`config.mk`:
```
export PLATFORM = sky130hd
export DESIGN_NAME = rate_tick_controller_flat
export DESIGN_NICKNAME = d
export VERILOG_FILES = /design/src/rtl/rate_tick_controller_if.sv /design/src/rtl/rate_tick_controller.sv /design/src/flat_wrapper.sv
export SDC_FILE = /design/constraint.sdc
export NUM_CORES = 1
export LEC_CHECK = 0
export CORE_ASPECT_RATIO = 1.1
export CORE_MARGIN = 3
export CORE_UTILIZATION = 36
export CTS_BUF_LIST = sky130_fd_sc_hd__clkbuf_8
export DETAILED_ROUTE_END_ITERATION = 10
export HOLD_SLACK_MARGIN = 0.02
export PLACE_DENSITY = 0.57
export SYNTH_ARGS = -nofsm -noshare
export SYNTH_HDL_FRONTEND = slang
export SYNTH_SLANG_ARGS = --single-unit
```
`constraint.sdc`:
```
create_clock -name CLOCK_50 -period 2.3 [get_ports CLOCK_50]
set_input_delay 0.575 -clock CLOCK_50 [delete_from_list [all_inputs] [get_ports CLOCK_50]]
set_output_delay 0.575 -clock CLOCK_50 [all_outputs]
set_load 0.005 [all_outputs]
```
`src/rtl/rate_tick_controller_if.sv`:
```
// Control/status bundle between the board wrapper (master) and rate_tick_controller (slave).
// Carries run/pause/step/speed requests in and tick, wrap, clear and status out.
interface rate_tick_controller_if;
   logic       start;
   logic       stop;
   logic       step;
   logic [1:0] speed;
   logic       tick;
   logic       wrap;
   logic       count_clr;
   logic       busy;
   logic [1:0] state;
   logic [3:0] ticks;

   modport master (
      output start, stop, step, speed,
      input  tick, wrap, count_clr, busy, state, ticks
   );

   modport slave (
      input  start, stop, step, speed,
      output tick, wrap, count_clr, busy, state, ticks
   );
endinterface

```
`src/rtl/rate_tick_controller.sv`:
```
// Run/pause/step sequencer owning the reload divider that paces the display counter.
// Define FAST_SIM_EN to shrink the reloads to 3/7/15 for simulation; leave undefined for synthesis.
module rate_tick_controller #(
   parameter int CLK_HZ    = 50000000,
   parameter int CNT_W     = 29,
   parameter int MAX_COUNT = 15
) (
   input  logic                  CLOCK_50,
   input  logic                  reset,
   rate_tick_controller_if.slave bus
);

   localparam logic [1:0] S_IDLE  = 2'b00;
   localparam logic [1:0] S_RUN   = 2'b01;
   localparam logic [1:0] S_PAUSE = 2'b10;
   localparam logic [1:0] S_STEP  = 2'b11;

`ifdef FAST_SIM_EN
   localparam logic [CNT_W-1:0] L_R1 = CNT_W'(3);
   localparam logic [CNT_W-1:0] L_R2 = CNT_W'(7);
   localparam logic [CNT_W-1:0] L_R3 = CNT_W'(15);
`else
   // 64-bit intermediates so 4*CLK_HZ-1 never truncates before the final cast.
   localparam logic [CNT_W-1:0] L_R1 = CNT_W'(64'(CLK_HZ) - 64'd1);
   localparam logic [CNT_W-1:0] L_R2 = CNT_W'(64'(CLK_HZ) * 64'd2 - 64'd1);
   localparam logic [CNT_W-1:0] L_R3 = CNT_W'(64'(CLK_HZ) * 64'd4 - 64'd1);
`endif

   localparam logic [3:0] L_MAX = 4'(MAX_COUNT);

   logic [1:0]       r_state;
   logic [CNT_W-1:0] r_div;
   logic             r_tick;
   logic             r_wrap;
   logic             r_count_clr;
   logic [3:0]       r_ticks;

   logic [CNT_W-1:0] w_reload;
   logic [1:0]       w_state_nxt;
   logic             w_cnt_en;
   logic             w_step_tick;
   logic             w_tick_nxt;
   logic [3:0]       w_ticks_inc;
   logic [3:0]       w_ticks_nxt;

   always_comb begin
      w_reload = '0;
      case (bus.speed)
         2'b00:   w_reload = '0;
         2'b01:   w_reload = L_R1;
         2'b10:   w_reload = L_R2;
         default: w_reload = L_R3;
      endcase
   end

   // The cycle that leaves IDLE/PAUSE on start already counts, so the first tick lands in RUN cycle R+1.
   always_comb begin
      w_state_nxt = r_state;
      w_cnt_en    = 1'b0;
      w_step_tick = 1'b0;
      case (r_state)
         S_IDLE: begin
            if (bus.start && !bus.stop) begin
               w_state_nxt = S_RUN;
               w_cnt_en    = 1'b1;
            end
         end
         S_RUN: begin
            if (bus.stop) w_state_nxt = S_PAUSE;
            else          w_cnt_en    = 1'b1;
         end
         S_PAUSE: begin
            if (bus.stop) begin
               w_state_nxt = S_IDLE;
            end else if (bus.start) begin
               w_state_nxt = S_RUN;
               w_cnt_en    = 1'b1;
            end else if (bus.step) begin
               w_state_nxt = S_STEP;
               w_step_tick = 1'b1;
            end
         end
         default: w_state_nxt = bus.stop ? S_IDLE : S_PAUSE;
      endcase
   end

   always_comb begin
      w_tick_nxt  = (w_cnt_en && (r_div == '0)) || w_step_tick;
      w_ticks_inc = r_ticks;
      if (r_tick) w_ticks_inc = (r_ticks == L_MAX) ? 4'd0 : r_ticks + 4'd1;
      w_ticks_nxt = (w_state_nxt == S_IDLE) ? 4'd0 : w_ticks_inc;
   end

   always_ff @(posedge CLOCK_50) begin
      if (reset) begin
         r_state     <= S_IDLE;
         r_div       <= w_reload;
         r_tick      <= 1'b0;
         r_wrap      <= 1'b0;
         r_count_clr <= 1'b1;
         r_ticks     <= 4'd0;
      end else begin
         r_state     <= w_state_nxt;
         r_tick      <= w_tick_nxt;
         r_wrap      <= w_tick_nxt && (w_ticks_nxt == L_MAX);
         r_count_clr <= (w_state_nxt == S_IDLE);
         r_ticks     <= w_ticks_nxt;
         if (w_cnt_en)               r_div <= (r_div == '0) ? w_reload : r_div - CNT_W'(1);
         else if (r_state == S_IDLE) r_div <= w_reload;
      end
   end

   assign bus.tick      = r_tick;
   assign bus.wrap      = r_wrap;
   assign bus.count_clr = r_count_clr;
   assign bus.busy      = (r_state != S_IDLE);
   assign bus.state     = r_state;
   assign bus.ticks     = r_ticks;

endmodule

```
`src/flat_wrapper.sv`:
```
// flat-port wrapper written by rule: the top's interface ports become plain ports
module rate_tick_controller_flat 
#(
   parameter int CLK_HZ    = 50000000,
   parameter int CNT_W     = 29,
   parameter int MAX_COUNT = 15
)
  (CLOCK_50, reset, bus_start, bus_stop, bus_step, bus_speed, bus_tick, bus_wrap, bus_count_clr, bus_busy, bus_state, bus_ticks);
  rate_tick_controller_if bus_i ();
  input  logic CLOCK_50;
  input  logic reset;
  input wire logic [$bits(bus_i.start)-1:0] bus_start;
  input wire logic [$bits(bus_i.stop)-1:0] bus_stop;
  input wire logic [$bits(bus_i.step)-1:0] bus_step;
  input wire logic [$bits(bus_i.speed)-1:0] bus_speed;
  output wire logic [$bits(bus_i.tick)-1:0] bus_tick;
  output wire logic [$bits(bus_i.wrap)-1:0] bus_wrap;
  output wire logic [$bits(bus_i.count_clr)-1:0] bus_count_clr;
  output wire logic [$bits(bus_i.busy)-1:0] bus_busy;
  output wire logic [$bits(bus_i.state)-1:0] bus_state;
  output wire logic [$bits(bus_i.ticks)-1:0] bus_ticks;
  assign bus_i.start = bus_start;
  assign bus_i.stop = bus_stop;
  assign bus_i.step = bus_step;
  assign bus_i.speed = bus_speed;
  assign bus_tick = bus_i.tick;
  assign bus_wrap = bus_i.wrap;
  assign bus_count_clr = bus_i.count_clr;
  assign bus_busy = bus_i.busy;
  assign bus_state = bus_i.state;
  assign bus_ticks = bus_i.ticks;
  rate_tick_controller #(.CLK_HZ(CLK_HZ), .CNT_W(CNT_W), .MAX_COUNT(MAX_COUNT)) u_core (.CLOCK_50(CLOCK_50), .reset(reset), .bus(bus_i));
endmodule
```
# Yosys cells after proc, flatten, opt, wreduce, memory -nomap -nowiden
# Cells that the tools add are included.
dict set report word_totals {
  ff_bits 38
  output_inout_bits 10
  word_cells 49
}
dict set report op_classes {
  addsub 2
  n_eq_ne 6
  n_mux 24
  reduce_logical 11
}
# cell n
set ops {}
lappend ops {{2-to-1 mux 29 bit} 4}
lappend ops {{case mux 28 bit (3 select lines)} 1}
lappend ops {{logical NOT 29 bit} 1}
lappend ops {{subtractor 29 x 1 -> 29 bit, second input constant} 1}
lappend ops {{2-to-1 mux 2 bit} 6}
lappend ops {{2-to-1 mux 4 bit} 3}
lappend ops {{equality test 4 bit, second input constant} 2}
lappend ops {{2-to-1 mux 1 bit} 8}
lappend ops {{logical NOT 2 bit} 3}
lappend ops {{case mux 2 bit (3 select lines)} 1}
lappend ops {{adder 4 x 1 -> 4 bit, second input constant} 1}
lappend ops {{equality test 2 x 1 -> 1 bit, second input constant} 2}
lappend ops {{equality test 2 bit, second input constant} 2}
lappend ops {{logical AND 1 bit} 3}
lappend ops {{case mux 1 bit (3 select lines)} 1}
lappend ops {{nonzero test 3 bit} 1}
lappend ops {{nonzero test 2 bit} 1}
lappend ops {{logical NOT 1 bit} 1}
lappend ops {{logical OR 1 bit} 1}

# Depth between registers and ports, before layout
dict set report logic_depth {
  word_depth 8
  mapped_depth 8
}

# Worst setup path before layout
# No wires, ideal clock.
dict set report synth_path {
  path_type {reg2reg}
  startpoint {register u_core.r_div[9]}
  endpoint {register u_core.r_div[14] (data pin)}
  setup_time_ns 0.272
  t_arrival_ns 1.896
  required_ns 2.028
  slack_ns 0.133
  path_stages_with_launch 7
  path_buffers 1
  path_cell_list {edfxtp_1 or4_4 nor4_4 a31oi_2 nor2b_2 buf_2 a21oi_1}
}
dict set report synth_between {
  elab_chain_cells 4
  elab_cells_between_ends 5
}
# element line
set synth_lines {}
lappend synth_lines {{start, declared} rate_tick_controller.sv:32} ;# logic [CNT_W-1:0] r_div;
lappend synth_lines {{start signal, assigned} rate_tick_controller.sv:97} ;# r_div <= w_reload;
lappend synth_lines {{start signal, assigned} rate_tick_controller.sv:108} ;# if (w_cnt_en) r_div <= (r_div == '0) ? w_reload : r_div - CNT_W'(1);
lappend synth_lines {{start signal, assigned} rate_tick_controller.sv:109} ;# else if (r_state == S_IDLE) r_div <= w_reload;
lappend synth_lines {{subtractor 29 x 1 -> 29 bit or logical NOT 29 bit (tied branches)} rate_tick_controller.sv:108}
lappend synth_lines {{2-to-1 mux 29 bit (*) (2 in series)} rate_tick_controller.sv:108}
lappend synth_lines {{2-to-1 mux 29 bit (*)} rate_tick_controller.sv:95} ;# if (reset) begin
# Mark *: on every way between the ends. The rest lies on a longest branch, timed or not.
# A chain may end at the register's enable or synchronous reset.

# Worst setup path in the final report
dict set report layout_path {
  startpoint {register u_core.r_div[1]}
  endpoint {register u_core.r_div[19] (data pin)}
}
# The elaborated chain is that of the path after synthesis.

==> impl_metrics.py <==
metrics = {
    "sta": {
        "clock.fmax_mhz": 448,
        "setup_viol": 0,
        "fin_skew_ps": 5.09,
        "worst_pin_slew_ps": 362,
        "finalSetupTns_ps": 0,
        "rsz0062_at_grt": "false",
        "drv_slew": 0,
        "worst_slack_ps": 66.4,
        "hold_viol_final": 0,
        "min_period_over_period_pct": 97.1,
        "slew_headroom_pct": 75.7,
        "fin_crit_ps": 2230,
    },
    "global_route": {
        "track_usage_pct": 14.0,
        "gr-total-overflow": 0,
        "grt_max_degree": 30,
        "antenna_found_initial": 0,
        "grt_pass1_wl_mm": 7.69,
        "first_global_vias": 1676,
    },
    "clocking": {
        "clockBufferDepth": 2,
        "clk_pin_slew_ps": 80,
        "clock_latency_ps": 290,
        "root_buffer": "clkbuf_8",
        "htreeDepth": 2,
        "cts_inserted_buffers": 5,
        "cts_sinks": 38,
        "tritoncts": "done",
    },
    "worst_setup_path": {
        "regToRegSetupSlack_ps": 70,
        "end_kind": "flip-flop",
        "critPathCapture": "u_core.r_div[19]",
        "r2r-end": "u_core.r_div[19]",
        "crit_start": "u_core.r_div[1]",
        "worstRegToRegCells": 7,
        "cp.arrival_ps": 2280,
        "worstSetupPathType": "flip-flop to flip-flop",
        "start_kind": "flip-flop",
        "reg2reg_from": "u_core.r_div[1]",
        "worst-path-max-fanout": 8,
        "required_ps": 2350,
    },
    "routing": {
        "vias": 1719,
        "drcViolationCount": 0,
        "viasPerCell": 5.04,
        "drtAntennaViolNets": 0,
        "routedWlPerCell_um": 13.7,
        "routed_wl_mm": 4.66,
        "firstDrtPassIters": 4,
        "first_iter_violations": 50,
    },
    "flow_run": {
        "cap_violations": 0,
    },
    "yosys": {
        "synthCells": 208,
        "synth_nets": 221,
        "ys_warn_count": 0,
        "syn_area_um2": 2190,
        "synth-seq-cells": 38,
        "avgSynthCellArea_um2": 10.5,
        "synth_cell_types": 45,
        "netlist.area_leader.share_pct": 39.8,
        "synth_top_cell_by_area": "edfxtp_1",
        "synthTopCellsByArea": "edfxtp_1, dfxtp_1, xnor2_1",
        "ys_seq_area_share_pct": 48.1,
    },
    "finish": {
        "stdcell_count": 341,
        "n_fill_cell": 551,
        "final_cell_mix": "buf_4, edfxtp_1, a21oi_1",
        "layout.nets": 276,
        "drive_above_1_share_pct": 23.1,
        "diodes": 0,
        "area_growth_pct": 29.9,
        "mostFrequentLayoutCell": "buf_4",
    },
    "floorplanning": {
        "fp-row-count": 29,
        "die_w_um": 80.3,
        "coreArea_um2": 5840,
        "fp.dieArea_um2": 7040,
        "boundaryPins": 17,
        "start_util_pct": 37.4,
        "fp.dieH_um": 87.7,
    },
    "placed_design": {
        "port_buffers": 16,
        "gp_congestion": 0.823,
        "dpl.cell_count": 332,
        "hpwl_mm": 3.32,
        "post-place-ws_ps": -87.7,
    },
    "hold_path": {
        "hp-start": "u_core.bus.ticks[1]",
        "holdCritPathClass": "flip-flop to flip-flop",
    },
    "power_and_ir_drop": {
        "p_total_uw": 1560,
        "powerDensity_nw_per_um2": 548,
        "p_leak_uw": 0.00105,
        "ir_drop_uv": 283,
    },
    "run_status": {
        "status": "complete, no violations",
    },
}
[metal layers]
| layer | global-route usage (%) | part of all wire [%] | vias to the layer above |
|---|---|---|---|
| li1 | - | - | 884 |
| met4 | 5.68 | 1.8 | 0 |
| met1 | 18.0 | 48 | 803 |
| met5 | 0 | 0 | - |
| met2 | 22.7 | 47 | 25 |
| met3 | 3.19 | 3.3 | 7 |
[stage by stage]
step	util [%]	hold slack (ps)	instance area [µm²]
after global routing	48.6	593	2840
final	48.6	548	2840
after CTS	47.8	554	2790
after global placement	46.2	534	2700
after detailed placement	46.2	544	2700
after floorplan	-	520	2190
[cells by family (layout without fill, tap and decap cells)]
family / after synthesis / after routing / share of synthesized area [%]
XOR/XNOR: 23 / 23 / 9.22
AND/OR/NAND/NOR: 83 / 83 / 24.4
adder cells (fa/ha/maj): 6 / 6 / 3.43
flip-flops: 38 / 38 / 48.1
buffers and inverters: 13 / 69 / 2.63
AO/OA/AOI/OAI: 45 / 45 / 12.3
[registers in the layout, indices dropped and copies added, names as in the netlist]
name / cells
u_core.bus.count_clr: 1
u_core.bus.state: 2
u_core.bus.tick: 1
u_core.bus.ticks: 4
u_core.bus.wrap: 1
u_core.r_div: 29
[worst min-delay path by stage]
| stage | slack (ps) | cells after the start | endpoint |
|---|---|---|---|
| 6_report | 550 | 2 | u_core.bus.ticks[1] |
| 3_5_place_dp | 540 | 2 | u_core.bus.ticks[1] |
| 4_1_cts | 550 | 2 | u_core.bus.ticks[1] |
| 5_1_grt | 590 | 2 | u_core.bus.ticks[1] |
| 2_1_floorplan | 520 | 2 | u_core.bus.ticks[1] |
| 3_3_place_gp | 530 | 2 | u_core.bus.ticks[1] |
[Yosys cell counts, drive strengths merged]
master,instances
and4,1
nand2b,3
or3b,1
nor2,19
or4,4
and4b,2
a21boi,1
nor4b,1
xor2,5
and3b,1
a22oi,1
clkbuf,3
a31oi,6
a211o,1
nand3b,1
xnor2,18
edfxtp,29
nor3,11
nand3,2
dfxtp,9
nand2,10
nor2b,2
ha,6
nor3b,2
o31ai,1
inv,8
nor4,10
and3,1
o21a,1
o41ai,1
nand4,4
buf,2
a311oi,1
a21oi,28
and2,6
or3,2
o21ai,4
[report_power, final]
| group | internal [µW] | switching, µW |
|---|---|---|
| Clock | 237 | 234 |
| Sequential | 797 | 49.9 |
| Combinational | 126 | 113 |
| Total | 1160 | 396 |
[critical path, stage by stage (launching register included)]
cell and delay (ps):
edfxtp_1 380, buf_4 150, or4_4 480, or3b_1 380
buf_4 200, nor4_4 170, xnor2_1 170, a21oi_2 70
[cell type report]
type                       instances  area, µm²  share of cell area (%)
multi-input combinational        157       1110                    39.0
clock buffer                       6       82.6                    2.91
sequential                        38       1050                    37.0
clock inverter                     2       8.76                   0.309
timing repair buffer              53        463                    16.3
tap                               77       96.3                    3.39
inverter                           8       30.0                    1.06
[repair_timing]
action,in CTS,in global routing
resized for setup,1,4
hold buffers,0,0
buffers inserted,0,1
gates cloned,0,0
setup endpoints to repair,12,21
No activity file was read; power rests on OpenSTA's default activity.
